===== config.mk =====
export PLATFORM = sky130hd
export DESIGN_NAME = async_to_sync_fifo_ctrl
export DESIGN_NICKNAME = d
export VERILOG_FILES = /design/src/rtl/async_to_sync_fifo_ctrl_pkg.sv /design/src/rtl/async_to_sync_fifo_ctrl_sync_fifo_fwft.sv /design/src/rtl/async_to_sync_fifo_ctrl.sv
export SDC_FILE = /design/constraint.sdc
export NUM_CORES = 1
export LEC_CHECK = 0
export CAP_MARGIN = 15
export CORE_MARGIN = 1.5
export CORE_UTILIZATION = 42
export DETAILED_ROUTE_END_ITERATION = 6
export GPL_ROUTABILITY_DRIVEN = 0
export GPL_TIMING_DRIVEN = 1
export PLACE_DENSITY = 0.59
export SYNTH_ARGS = -nofsm -noshare
export SYNTH_HDL_FRONTEND = slang
export SYNTH_SLANG_ARGS = --single-unit

===== constraint.sdc =====
create_clock -name clock -period 4.9 [get_ports clock]
set_input_delay 0.49 -clock clock [delete_from_list [all_inputs] [get_ports clock]]
set_output_delay 0.49 -clock clock [all_outputs]
set_load 0.02 [all_outputs]

===== src/rtl/async_to_sync_fifo_ctrl_pkg.sv =====
// Shared types for the async req/ack to sync valid/ready bridge.
// Holds the write FSM state encoding and the level width helper.
package async_to_sync_fifo_ctrl_pkg;

  typedef enum logic {
    IDLE     = 1'b0,
    WAIT_LOW = 1'b1
  } wr_state_e;

  // Level must represent 0..depth inclusive.
  function automatic int level_w(input int depth);
    return $clog2(depth + 1);
  endfunction

endpackage


===== src/rtl/async_to_sync_fifo_ctrl_sync_fifo_fwft.sv =====
// First-word fall-through FIFO with occupancy counter.
// Ports: wr_en/wr_d/full, rd_en/rd_d/empty, level; async active-low reset.
module sync_fifo_fwft
  import async_to_sync_fifo_ctrl_pkg::*;
#(
  parameter int DATA_WIDTH = 8,
  parameter int DEPTH = 4,
  localparam int LEVEL_W = level_w(DEPTH)
) (
  input  logic                  clock,
  input  logic                  reset,
  input  logic                  wr_en,
  input  logic [DATA_WIDTH-1:0] wr_d,
  output logic                  full,
  input  logic                  rd_en,
  output logic [DATA_WIDTH-1:0] rd_d,
  output logic                  empty,
  output logic [LEVEL_W-1:0]    level
);

  localparam int AW = $clog2(DEPTH);

  logic [DATA_WIDTH-1:0] mem_q [DEPTH];
  logic [DATA_WIDTH-1:0] mem_d [DEPTH];
  logic [AW-1:0]         wr_ptr_q, wr_ptr_d;
  logic [AW-1:0]         rd_ptr_q, rd_ptr_d;
  logic [LEVEL_W-1:0]    level_q, level_d;
  logic                  do_wr, do_rd;

  // Full/empty come from the registered level only, so a write
  // against a full FIFO waits even if a pop happens this cycle.
  assign full  = (level_q == LEVEL_W'(DEPTH));
  assign empty = (level_q == '0);
  assign do_wr = wr_en & ~full;
  assign do_rd = rd_en & ~empty;

  assign rd_d  = mem_q[rd_ptr_q];
  assign level = level_q;

  always_comb begin
    mem_d    = mem_q;
    wr_ptr_d = wr_ptr_q;
    rd_ptr_d = rd_ptr_q;
    level_d  = level_q;
    if (do_wr) begin
      mem_d[wr_ptr_q] = wr_d;
      wr_ptr_d        = wr_ptr_q + AW'(1);
    end
    if (do_rd) begin
      rd_ptr_d = rd_ptr_q + AW'(1);
    end
    unique case (1'b1)
      (do_wr & ~do_rd): level_d = level_q + LEVEL_W'(1);
      (do_rd & ~do_wr): level_d = level_q - LEVEL_W'(1);
      default:          level_d = level_q;
    endcase
  end

  always_ff @(posedge clock or negedge reset) begin
    if (!reset) begin
      for (int i = 0; i < DEPTH; i++) begin
        mem_q[i] <= '0;
      end
      wr_ptr_q <= '0;
      rd_ptr_q <= '0;
      level_q  <= '0;
    end else begin
      mem_q    <= mem_d;
      wr_ptr_q <= wr_ptr_d;
      rd_ptr_q <= rd_ptr_d;
      level_q  <= level_d;
    end
  end

endmodule


===== src/rtl/async_to_sync_fifo_ctrl.sv =====
// 4-phase async req/ack to sync valid/ready bridge with FWFT buffer.
// Ports: async_req/ack/d in, sync_valid/ready/d out, level, proto_err.
module async_to_sync_fifo_ctrl
  import async_to_sync_fifo_ctrl_pkg::*;
#(
  parameter int DATA_WIDTH = 8,
  parameter int SYNC_STAGE = 2,
  parameter int DEPTH = 4,
  localparam int LEVEL_W = level_w(DEPTH)
) (
  input  logic                  clock,
  input  logic                  reset,
  input  logic                  async_req,
  output logic                  async_ack,
  input  logic [DATA_WIDTH-1:0] async_d,
  output logic                  sync_valid,
  input  logic                  sync_ready,
  output logic [DATA_WIDTH-1:0] sync_d,
  output logic [LEVEL_W-1:0]    level,
  output logic                  proto_err
);

  logic                  req_s;
  logic [DATA_WIDTH-1:0] d_s;

  // Data rides the same pipeline depth as req so both arrive together.
  if (SYNC_STAGE == 0) begin : g_nosync
    assign req_s = async_req;
    assign d_s   = async_d;
  end else begin : g_sync
    logic [SYNC_STAGE-1:0]                 req_pipe_q, req_pipe_d;
    logic [SYNC_STAGE-1:0][DATA_WIDTH-1:0] d_pipe_q, d_pipe_d;

    always_comb begin
      req_pipe_d    = req_pipe_q;
      d_pipe_d      = d_pipe_q;
      req_pipe_d[0] = async_req;
      d_pipe_d[0]   = async_d;
      for (int i = 1; i < SYNC_STAGE; i++) begin
        req_pipe_d[i] = req_pipe_q[i-1];
        d_pipe_d[i]   = d_pipe_q[i-1];
      end
    end

    always_ff @(posedge clock or negedge reset) begin
      if (!reset) begin
        req_pipe_q <= '0;
        d_pipe_q   <= '0;
      end else begin
        req_pipe_q <= req_pipe_d;
        d_pipe_q   <= d_pipe_d;
      end
    end

    assign req_s = req_pipe_q[SYNC_STAGE-1];
    assign d_s   = d_pipe_q[SYNC_STAGE-1];
  end

  wr_state_e state_q, state_d;
  logic      ack_q, ack_d;
  logic      err_q, err_d;
  logic      req_prev_q;
  logic      wr_en;
  logic      full, empty;

  // In IDLE a previous req_s=1 can only mean a stall (an accepted
  // request leaves IDLE), so a falling req_s here is a withdrawal.
  always_comb begin
    state_d = state_q;
    ack_d   = ack_q;
    err_d   = err_q;
    wr_en   = 1'b0;
    unique case (state_q)
      IDLE: begin
        if (req_s && !full) begin
          wr_en   = 1'b1;
          ack_d   = 1'b1;
          state_d = WAIT_LOW;
        end else if (!req_s && req_prev_q) begin
          err_d = 1'b1;
        end
      end
      WAIT_LOW: begin
        if (!req_s) begin
          ack_d   = 1'b0;
          state_d = IDLE;
        end
      end
    endcase
  end

  always_ff @(posedge clock or negedge reset) begin
    if (!reset) begin
      state_q    <= IDLE;
      ack_q      <= 1'b0;
      err_q      <= 1'b0;
      req_prev_q <= 1'b0;
    end else begin
      state_q    <= state_d;
      ack_q      <= ack_d;
      err_q      <= err_d;
      req_prev_q <= req_s;
    end
  end

  sync_fifo_fwft #(
    .DATA_WIDTH(DATA_WIDTH),
    .DEPTH     (DEPTH)
  ) u_fifo (
    .clock(clock),
    .reset(reset),
    .wr_en(wr_en),
    .wr_d (d_s),
    .full (full),
    .rd_en(sync_ready),
    .rd_d (sync_d),
    .empty(empty),
    .level(level)
  );

  assign sync_valid = ~empty;
  assign async_ack  = ack_q;
  assign proto_err  = err_q;

endmodule


==> impl_metrics.py <==
metrics = {
    "sta": {
        "fin_crit_ns": 2.71,
        "hold_viol": 0,
        "slew_headroom_pct": 43.4,
        "slew_viol_final": 0,
        "tns_ns": 0,
        "fmax_mhz": 369,
        "clock_skew_ns": 0.00651,
        "tightest_slew_ns": 0.844,
        "rsz0062_at_grt": "no",
        "setup_viol": 0,
        "fin_crit_sh_pct": 55.4,
    },
    "synthesis": {
        "synth_edf_count": 0,
        "seq_area_frac_synth_pct": 63.8,
        "ys_ff_latch": 61,
        "ys_top_cells_by_count": "dfrtp_1, mux2_2, mux4_2, inv_1",
        "synth_ff_type": "dfrtp_1",
        "syn-cell-area_um2": 2390,
        "syn_area_per_cell_um2": 16.7,
        "syn_inst": 143,
        "synth_area_leader_cell": "dfrtp_1",
        "synth-async-reset-ratio_pct": 100,
        "synth.area.top_cells": "dfrtp_1, mux2_2, mux4_2",
        "synth_warnings": 0,
        "synthesis.nets": 161,
        "synth_top_cell_area_share_pct": 63.8,
        "synth_cell_type_count": 22,
        "post-synth-top-count-cell": "dfrtp_1",
    },
    "worst_setup_path": {
        "crit_type": "flip-flop to primary output",
        "r2r-end": "u_fifo.level[2]$_DFFE_PN0P_",
        "worst-r2r-setup-slack_ns": 2.59,
        "endpoint_kind": "primary output",
        "cp.arrival_ns": 2.22,
        "critical_path_required_ns": 4.41,
        "crit_path_start_kind": "flip-flop",
        "crit_slowest_cell": "dfrtp_1",
        "crit_path_start": "u_fifo.rd_ptr_q[0]$_DFFE_PN0P_",
        "crit_chain": "mux4_2, clkdlybuf4s50_1",
        "reg2reg_from": "u_fifo.level[0]$_DFFE_PN0P_",
        "ff2ff_path_depth": 9,
        "crit_path_max_incr_delay_ns": 0.75,
        "critPathMaxFanout": 10,
    },
    "layout": {
        "n_antenna_cell": 0,
        "stdcell_area_um2": 2870,
        "drive_gt1_share_pct": 35.2,
        "nets": 195,
        "area_growth_syn_to_layout_pct": 20.0,
    },
    "clock_network": {
        "cts.repair.resized": 0,
        "cts_buffers": 9,
        "clk_path_buf_depth": 2,
        "h-tree-depth": 3,
        "clk_latency_ns": 0.32,
        "clock-root-buffer": "clkbuf_8",
        "path_clk_slew_ns": 0.06,
        "cts_tree": "yes",
        "cts_hold_buf": 0,
        "cts_setup_buffers": 0,
        "clock-sinks": 61,
    },
    "detailed_routing": {
        "routedWlPerCell_um": 16.2,
        "wl_met2_um": 2080,
        "remaining_drc_errors": 0,
        "dr_wl_met3_um": 95,
        "highest_layer": "met4",
        "wl_um": 4060,
        "routed_via_density": 4.94,
        "ant_nets": 0,
        "met1_length_um": 1820,
        "drt_iter0_markers": 60,
        "routed-via-count": 1239,
        "firstDrtPassIters": 3,
    },
    "pwr": {
        "total_power_uw": 1910,
        "leakage_uw": 0.00123,
        "vdd_drop_max_mv": 0.353,
        "p_per_area_nw_per_um2": 665,
    },
    "flow_run": {
        "maxCapViolations": 0,
    },
    "floorplan": {
        "start_util_pct": 43.5,
        "fp.dieW_um": 78.5,
        "placementRows": 27,
        "io_pins": 26,
        "die_area_um2": 6160,
        "core_um2": 5510,
        "die_y_um": 78.5,
    },
    "grt": {
        "grt_pass1_vias": 1364,
        "antenna_found_initial": 0,
        "grt_usage_pct": 15.5,
        "grt_overflow_total": 0,
        "grt_start_max_net_pins": 62,
        "grt_pass1_wl_um": 6850,
    },
    "placement": {
        "place_area_um2": 2720,
        "dp_hpwl_um": 2690,
        "io_buffers": 25,
    },
    "outcome": {
        "outcome": "finished clean",
    },
    "worst_hold_path": {
        "hold_class": "input pin to asynchronous set/reset pin",
    },
}
-- worst max-delay path, delay by kind of cell, from the launching register on --
family                 cells  cell delay, ns
multiplexers               1            0.60
buffers and inverters      1            0.55
flip-flops                 1            0.75
-- cells in the final DEF (no fill, tap or decap) --
master	instances
buf_2	1
o22a_1	1
nor3_2	4
nor3b_1	1
a21o_1	1
fa_1	1
nor2_1	2
ha_1	5
dfrtp_1	61
nor3b_2	1
xnor2_1	3
o31a_2	1
mux2_2	33
xor2_1	3
mux4_2	8
clkbuf_8	10
clkinv_2	3
nand2_1	5
a21boi_0	1
clkdlybuf4s50_1	24
or3_2	1
inv_1	7
buf_4	1
mux2i_1	1
-- layout make-up --
| type | count | area, um2 |
|---|---|---|
| Clock buffer | 10 | 138 |
| Timing Repair Buffer | 26 | 253 |
| Tap cell | 72 | 90.1 |
| Clock inverter | 3 | 15.0 |
| Sequential cell | 61 | 1530 |
| Inverter | 7 | 26.3 |
| Multi-Input combinational cell | 72 | 825 |
| Fill cell | 470 | 2630 |
-- power breakdown --
group | switching (uW) | internal, uW
clock | 169 | 186
sequential | 148 | 682
combinational | 295 | 429
total | 613 | 1300
-- routing by layer --
layer	vias to the layer above	GRT usage [%]
li1	568	-
met1	648	19.4
met2	18	24.8
met3	5	3.14
met4	0	9.64
met5	-	0
-- stage by stage --
step	hold slack [ns]	util [%]	setup WS, ns	instances
floorplan	0.194	-	2.71	143
global placement	0.334	49.4	2.50	238
detailed placement	0.336	49.4	2.51	238
CTS	0.332	52.2	2.13	251
global route	0.361	52.2	2.06	251
finish	0.314	52.2	2.19	251
-- worst max-delay path by stage --
stage / end / slack, ns / cells after the start
after global routing: sync_d[7] / 2.06 / 2
final: sync_d[5] / 2.19 / 2
after CTS: sync_d[5] / 2.13 / 2
after detailed placement: sync_d[4] / 2.51 / 2
after global placement: sync_d[0] / 2.50 / 2
after floorplan: u_fifo.level[2]$_DFFE_PN0P_ / 2.71 / 9
-- cells by family (layout without fill, tap and decap cells) --
kind of cell	Yosys count	count (layout)	share of synthesized area (%)
buffers and inverters	10	46	1.78
multiplexers	42	42	23.5
XOR/XNOR	6	6	2.20
adder cells (fa/ha/maj)	6	6	3.45
flip-flops	61	61	63.8
AND/OR/NAND/NOR	14	14	3.92
AO/OA/AOI/OAI	4	4	1.41
-- state kept, by name, indices dropped and copies added, names as in the netlist --
signal	cells
u_fifo.mem_q	32
d_s	8
g_sync.d_pipe_d	8
u_fifo.level	3
g_sync.req_pipe_q	2
u_fifo.rd_ptr_q	2
u_fifo.wr_ptr_q	2
async_ack	1
proto_err	1
req_prev_q	1
state_q	1
Power figures use the tool's default switching activity.
